`config.mk`:
```
export PLATFORM = sky130hd
export DESIGN_NAME = interrupt_controller
export DESIGN_NICKNAME = d
export VERILOG_FILES = /design/src/rtl/interrupt_controller.sv
export SDC_FILE = /design/constraint.sdc
export NUM_CORES = 1
export LEC_CHECK = 0
export ABC_CLOCK_PERIOD_IN_PS = 2950
export CAP_MARGIN = 20
export CORE_MARGIN = 2
export CORE_UTILIZATION = 40
export CTS_BUF_LIST = sky130_fd_sc_hd__clkbuf_8 sky130_fd_sc_hd__clkbuf_16
export DETAILED_ROUTE_END_ITERATION = 10
export PLACE_DENSITY = 0.78
export SYNTH_ARGS = -nofsm -noshare
export SYNTH_HDL_FRONTEND = slang
export SYNTH_SLANG_ARGS = --single-unit
```
`constraint.sdc`:
```
create_clock -name i_clk -period 2.95 [get_ports i_clk]
set_clock_uncertainty 0.05 [all_clocks]
set_input_delay 0.4425 -clock i_clk [delete_from_list [all_inputs] [get_ports i_clk]]
set_output_delay 0.4425 -clock i_clk [all_outputs]
set_load 0.02 [all_outputs]
```
`src/rtl/interrupt_controller.sv`:
```
// Four-source vectored interrupt controller: synchronised edge capture into a
// pending register, mask gating, fixed priority (bit 0 highest), ack/EOI handshake.
//
// state   | meaning
// --------+--------------------------------------------------------------
// ST_IDLE | no request outstanding; waiting for an enabled pending bit
// ST_REQ  | interrupt asserted to the processor, waiting for int_ack
// ST_SERV | handler running; no nesting until int_eoi
module interrupt_controller #(
   parameter logic [15:0] VECTOR_BASE = 16'h00F0,
   parameter logic [3:0]  MASK_RESET  = 4'hF
) (
   input  logic        i_clk,
   input  logic        i_reset,
   input  logic [3:0]  i_irq_in,
   input  logic        i_mask_we,
   input  logic [3:0]  i_mask_wdata,
   input  logic        i_int_ack,
   input  logic        i_int_eoi,
   output logic        o_interrupt,
   output logic [15:0] o_int_vector,
   output logic [1:0]  o_int_id,
   output logic [3:0]  o_pending,
   output logic [3:0]  o_mask,
   output logic        o_in_service
);

   typedef enum logic [1:0] {
      ST_IDLE = 2'd0,
      ST_REQ  = 2'd1,
      ST_SERV = 2'd2
   } state_t;

   state_t      r_state;
   logic [3:0]  r_sync1;
   logic [3:0]  r_sync2;
   logic [3:0]  r_prev;
   logic [3:0]  r_pending;
   logic [3:0]  r_mask;
   logic        r_interrupt;
   logic        r_in_service;
   logic [1:0]  r_int_id;
   logic [15:0] r_int_vector;

   logic [3:0]  w_edge;
   logic [3:0]  w_req;
   logic [1:0]  w_ack_id;
   logic        w_take_ack;
   logic [3:0]  w_clr;
   logic [15:0] w_vector;

   assign w_edge = r_sync2 & ~r_prev;
   assign w_req  = r_pending & r_mask;

   always_comb begin
      w_ack_id = 2'd0;
      casez (w_req)
         4'b???1: w_ack_id = 2'd0;
         4'b??10: w_ack_id = 2'd1;
         4'b?100: w_ack_id = 2'd2;
         4'b1000: w_ack_id = 2'd3;
         default: w_ack_id = 2'd0;
      endcase
   end

   assign w_take_ack = (r_state == ST_REQ) && i_int_ack && (w_req != 4'b0000);
   assign w_clr      = w_take_ack ? (4'b0001 << w_ack_id) : 4'b0000;
   assign w_vector   = VECTOR_BASE + {12'd0, w_ack_id, 2'b00};

   always_ff @(posedge i_clk) begin
      if (i_reset) begin
         r_state      <= ST_IDLE;
         r_sync1      <= 4'b0000;
         r_sync2      <= 4'b0000;
         r_prev       <= 4'b0000;
         r_pending    <= 4'b0000;
         r_mask       <= MASK_RESET;
         r_interrupt  <= 1'b0;
         r_in_service <= 1'b0;
         r_int_id     <= 2'd0;
         r_int_vector <= 16'h0000;
      end else begin
         r_sync1   <= i_irq_in;
         r_sync2   <= r_sync1;
         r_prev    <= r_sync2;
         // a fresh edge on the bit being acked must survive the clear
         r_pending <= (r_pending & ~w_clr) | w_edge;
         if (i_mask_we)
            r_mask <= i_mask_wdata;

         case (r_state)
            ST_IDLE: begin
               if (w_req != 4'b0000) begin
                  r_state     <= ST_REQ;
                  r_interrupt <= 1'b1;
               end
            end
            ST_REQ: begin
               if (w_take_ack) begin
                  r_state      <= ST_SERV;
                  r_interrupt  <= 1'b0;
                  r_in_service <= 1'b1;
                  r_int_id     <= w_ack_id;
                  r_int_vector <= w_vector;
               end else if (w_req == 4'b0000) begin
                  r_state     <= ST_IDLE;
                  r_interrupt <= 1'b0;
               end
            end
            ST_SERV: begin
               if (i_int_eoi) begin
                  r_state      <= ST_IDLE;
                  r_in_service <= 1'b0;
               end
            end
            default: begin
               r_state      <= ST_IDLE;
               r_interrupt  <= 1'b0;
               r_in_service <= 1'b0;
            end
         endcase
      end
   end

   assign o_interrupt  = r_interrupt;
   assign o_int_vector = r_int_vector;
   assign o_int_id     = r_int_id;
   assign o_pending    = r_pending;
   assign o_mask       = r_mask;
   assign o_in_service = r_in_service;

endmodule

```
## Yosys cells after proc, flatten, opt, wreduce, memory -nomap -nowiden

Index checks and enable logic that the tools add are counted.

- Reductions and logical operators: 9
- Bitwise gates (word level): 8
- Shift-type cells: 1
- Add/subtract/negate cells: 1
- Muxes and demuxes: 14
- Equality and inequality tests: 9

Operators with widths:

| operator | count |
|---|---|
| 4-bit AND | 3 |
| 2-bit case mux with 3 select lines | 2 |
| 8-bit by 4-bit adder with 9-bit output, first input constant | 1 |
| 3-bit AND reduction | 3 |
| 2-bit 2-to-1 mux | 4 |
| 4-bit NOT | 2 |
| 2-bit inequality test, second input constant | 3 |
| 1-bit case mux with 3 select lines | 2 |
| 1-bit 2-to-1 mux | 5 |
| 2-bit equality test, second input constant | 2 |
| 4-bit equality test, second input constant | 1 |
| 4-bit zero test | 1 |
| 4-bit 2-to-1 mux | 1 |
| 4-bit OR | 1 |
| 4-bit nonzero test | 1 |
| 1-bit by 2-bit left shift with 4-bit output, first input constant | 1 |
| 3-bit equality test, second input constant | 1 |
| 3-bit by 2-bit inequality test with 1-bit output, second input constant | 1 |
| 2-bit by 1-bit equality test with 1-bit output, second input constant | 1 |
| 1-bit logical AND | 2 |
| 2-bit zero test | 1 |
| 1-bit NOT | 2 |
| 2-bit AND reduction | 1 |

- Logic and storage cells: 52
- Register bits after elaboration: 42
- Output and inout bits: 28

## Longest topological paths before layout

- Word-level depth: 8
- Gate-level depth with buffers: 4

## Worst setup path before layout

Ideal clock, no wire load.

- Path type: register -> register
- Start: reg r_pending[0], in the netlist o_pending[0]
- End: reg r_pending[3], in the netlist o_pending[3]
- Period minus slack after synthesis: 1.421 ns
- Slack: 1.529 ns
- Cell stages (with the launch flop): 4
- Library setup time: 0.117 ns
- Arrival: 1.254 ns
- Cell sequence: dfxtp_1 a22o_4 a2111o_1 a32o_1

- Longest elaborated chain between the ends: 8

Ends and longest elaborated chain:

| what | RTL line | RTL |
|---|---|---|
| start: declaration | 38 | `logic [3:0] r_pending;` |
| start signal: assignment | 87 | `r_pending <= (r_pending & ~w_clr) \| w_edge;` |
| 4-bit AND (*) | 53 | `assign w_req = r_pending & r_mask;` |
| 4-bit equality test, or another cell as far along | 57 | `casez (w_req)` |
| 2-bit case mux with 3 select lines | 57 |  |
| 1-bit by 2-bit left shift with 4-bit output | 67 | `assign w_clr = w_take_ack ? (4'b0001 << w_ack_id) : 4'b0000;` |
| 4-bit 2-to-1 mux (*) | 67 |  |
| 4-bit NOT (*) | 87 |  |
| 4-bit AND (*) | 87 |  |
| 4-bit OR (*) | 87 |  |

Mark *: on every way between the ends. The rest lies on a longest branch, timed or not.
A chain may end at the register's enable or synchronous reset.

## Worst setup path in the final report

- Start: reg r_mask[1], in the netlist o_mask[1]
- End: out o_mask[1]

RTL lines:

| what | RTL line | RTL |
|---|---|---|
| start: declaration | 39 | `logic [3:0] r_mask;` |
| start signal: assignment | 89 | `r_mask <= i_mask_wdata;` |
| end: declaration | 24 | `output logic [3:0] o_mask,` |

No word-level cell between the ends.

==> results.sh <==
export IMPL_crit_start="o_mask[1]"
export IMPL_initial_core_util_pct=42.59
export IMPL_path_max_fanout=6
export IMPL_drcViolationCount=0
export IMPL_dr_first_iter_drc_count=12
export IMPL_reg2reg_from="r_state[1]"
export IMPL_path_delay_family="buffers and inverters"
export IMPL_slew_violations=0
export IMPL_place_port_buffers=30
export IMPL_hpwlAfterDp_mm=1.346
export IMPL_dieArea_um2=3091
export IMPL_avgRoutedWirePerCell_um=10.78
export IMPL_cts_setup_buffers=0
export IMPL_synth_area_leaders="dfxtp_1 51%, buf_4 11%, nor2b_1 6.5%"
export IMPL_grt_ovfl_total=0
export IMPL_dr_wl_met3_um=130
export IMPL_cp_num_buf_inv=1
export IMPL_reg2reg_slack_ps=1550
export IMPL_drive_gt1_share_pct=4.444
export IMPL_grt_setup_unrepaired="false"
export IMPL_antenna_left=0
export IMPL_met2_length_um=868
export IMPL_diodes=0
export IMPL_crit_end="o_mask[1]"
export IMPL_root_buffer="clkbuf_8"
export IMPL_fmaxAchievable_mhz=542.3
export IMPL_cts_htree_levels=1
export IMPL_finalSetupViolCount=0
export IMPL_track_usage_pct=11.82
export IMPL_cts_tree="built"
export IMPL_final_setup_tns_ps=0
export IMPL_ioPinCount=41
export IMPL_vias_per_cell=4.800
export IMPL_slowest_delay_ps=640
export IMPL_wl_met1_um=763
export IMPL_start_kind="flop"
export IMPL_power_density_nw_per_um2=517.7
export IMPL_grt_first_pass_wirelength_mm=2.973
export IMPL_crit_slowest_cell="clkdlybuf4s50_1"
export IMPL_die_width_um=55.60
export IMPL_syn_area_um2=1065
export IMPL_final_period_utilization_pct=62.50
export IMPL_ys_types=26
export IMPL_p_leak_nw=0.5367
export IMPL_hold_start="r_sync1[1]"
export IMPL_clock_sinks=27
export IMPL_antenna_found_initial=0
export IMPL_routed_top_layer="met4"
export IMPL_clk_latency_ps=260
export IMPL_maxCapViolCount=0
export IMPL_syn_avg_cell_area_um2=9.680
export IMPL_crit_chain="clkdlybuf4s50_1"
export IMPL_required_ps=2460
export IMPL_rows=18
export IMPL_die_y_um=55.60
export IMPL_drt_total_wl_mm=1.779
export IMPL_synth_cells=110
export IMPL_grt_pass1_vias=696
export IMPL_hold_viol_final=0
export IMPL_worstReg2RegEnd="o_pending[3]"
export IMPL_clockBufferDepth=2
export IMPL_yosysTopAreaCell="dfxtp_1"
export IMPL_cts_made_buffers=3
export IMPL_route_vias_total=792
export IMPL_vdd_drop_max_uv=353.1
export IMPL_ff2ff_path_depth=3
export IMPL_fin_nets=149
export IMPL_place_inst=161
export IMPL_setup_slack_ps=1106
export IMPL_firstDrtPassIters=4
export IMPL_ys_warn_count=0
export IMPL_endpoint_kind="primary output"
export IMPL_ctsHoldBuffers=0
export IMPL_ys_ff_latch=27
export IMPL_outcome="complete, no violations"
export IMPL_critPathKind="flop to primary output"
export IMPL_crit_arrival_ps=1350
export IMPL_grt_max_degree=24
export IMPL_final_cells=165
export IMPL_cp_depth=1
export IMPL_cts_resized=0
export IMPL_place_congestion=0.8330
export IMPL_syn_to_final_growth_pct=27.85
export IMPL_hp_class="flop to flop"
export IMPL_seq_area_frac_synth_pct=50.76
export IMPL_core_area_um2=2500
export IMPL_min_period_ps=1844
export IMPL_place_ws_ps=1053
export IMPL_yosys_area_top_type_share_pct=50.76
export IMPL_cts_clk_slew_worst_paths_ps=80
## per-layer routing
metal | track usage [%] | vias up
met4 | 5.575 | 0
met2 | 20.24 | 35
li1 | - | 392
met1 | 13.83 | 363
met3 | 2.791 | 2
met5 | 0 | -
## logic make-up (layout without fill, tap and decap cells)
| group | count (synthesis) | after routing | synth area share (%) |
|---|---|---|---|
| flops | 27 | 27 | 50.76 |
| mux | 2 | 2 | 1.880 |
| simple gates | 30 | 30 | 15.51 |
| compound gates | 24 | 24 | 17.04 |
| other cells | 1 | 10 | 0.3522 |
| buf+inv | 26 | 42 | 14.45 |
## cell type report
cell class                      count  area (um2)
Fill cell                         221        1139
Sequential cell                    27       540.5
Multi-Input combinational cell     66       404.1
Timing Repair Buffer               31       307.8
Clock buffer                        3       41.29
Tap cell                           30       37.54
Inverter                            7       26.28
Clock inverter                      1       3.754
## sequential cells by signal, indices dropped and copies added (netlist names)
register      cells
o_int_id          1
o_pending         4
o_mask            4
r_state           2
r_prev            4
o_in_service      1
r_sync2           4
o_int_vector      2
o_interrupt       1
r_sync1           4
## cells in the final DEF (no fill, tap or decap), types with 3 or more instances in the layout
cell type / n
a21oi_1: 7
o21ai_0: 3
a32o_1: 3
inv_1: 8
clkdlybuf4s50_1: 30
nor2b_1: 11
dfxtp_1: 27
clkbuf_8: 3
nand2_1: 9
nand2b_1: 3
conb_1: 10
## worst min path at each step
stage	cells after the start	end	slack (ps)
finish	1	r_sync2[1]	390
global placement	1	r_sync2[2]	370
detailed placement	1	r_sync2[1]	370
CTS	1	r_sync2[1]	390
floorplan	1	r_sync2[0]	360
global route	1	r_sync2[1]	410
## where the power goes
part / total [W] / leakage (nW) / internal, W / switching (W)
clock: 0.000196 / 0.0269 / 0.0000930 / 0.000103
sequential: 0.000399 / 0.222 / 0.000383 / 0.0000162
combinational: 0.000109 / 0.288 / 0.0000543 / 0.0000551
total: 0.000705 / 0.537 / 0.000530 / 0.000175
## synthesized netlist by cell type
| cell | count |
|---|---|
| and3b_1 | 1 |
| o32ai_1 | 1 |
| o31ai_1 | 1 |
| nand2_1 | 9 |
| and2b_2 | 1 |
| a2111o_1 | 1 |
| nand3b_1 | 1 |
| a21oi_1 | 7 |
| buf_4 | 15 |
| nand3_1 | 1 |
| clkbuf_1 | 4 |
| nor2_1 | 2 |
| mux2i_1 | 2 |
| a32o_1 | 3 |
| o211ai_1 | 2 |
| conb_1 | 1 |
| o21ai_0 | 3 |
| dfxtp_1 | 27 |
| a211oi_1 | 2 |
| a22o_1 | 2 |
| inv_1 | 7 |
| nand2b_1 | 3 |
| nor4_1 | 1 |
| nor2b_1 | 11 |
| a22o_4 | 1 |
| a211o_1 | 1 |
## stage by stage
stage	area, um2	power [W]	hold slack (ps)	utilization, %
2_1_floorplan	1099	0.0004800	363.8	-
3_3_place_gp	1316	0.0005140	367.6	52.65
3_5_place_dp	1316	0.0005169	370.4	52.65
4_1_cts	1361	0.0007093	390.7	54.45
5_1_grt	1361	0.0007391	413.4	54.45
6_report	1361	0.0007047	389.0	54.45
No activity file was read; power rests on OpenSTA's default activity.
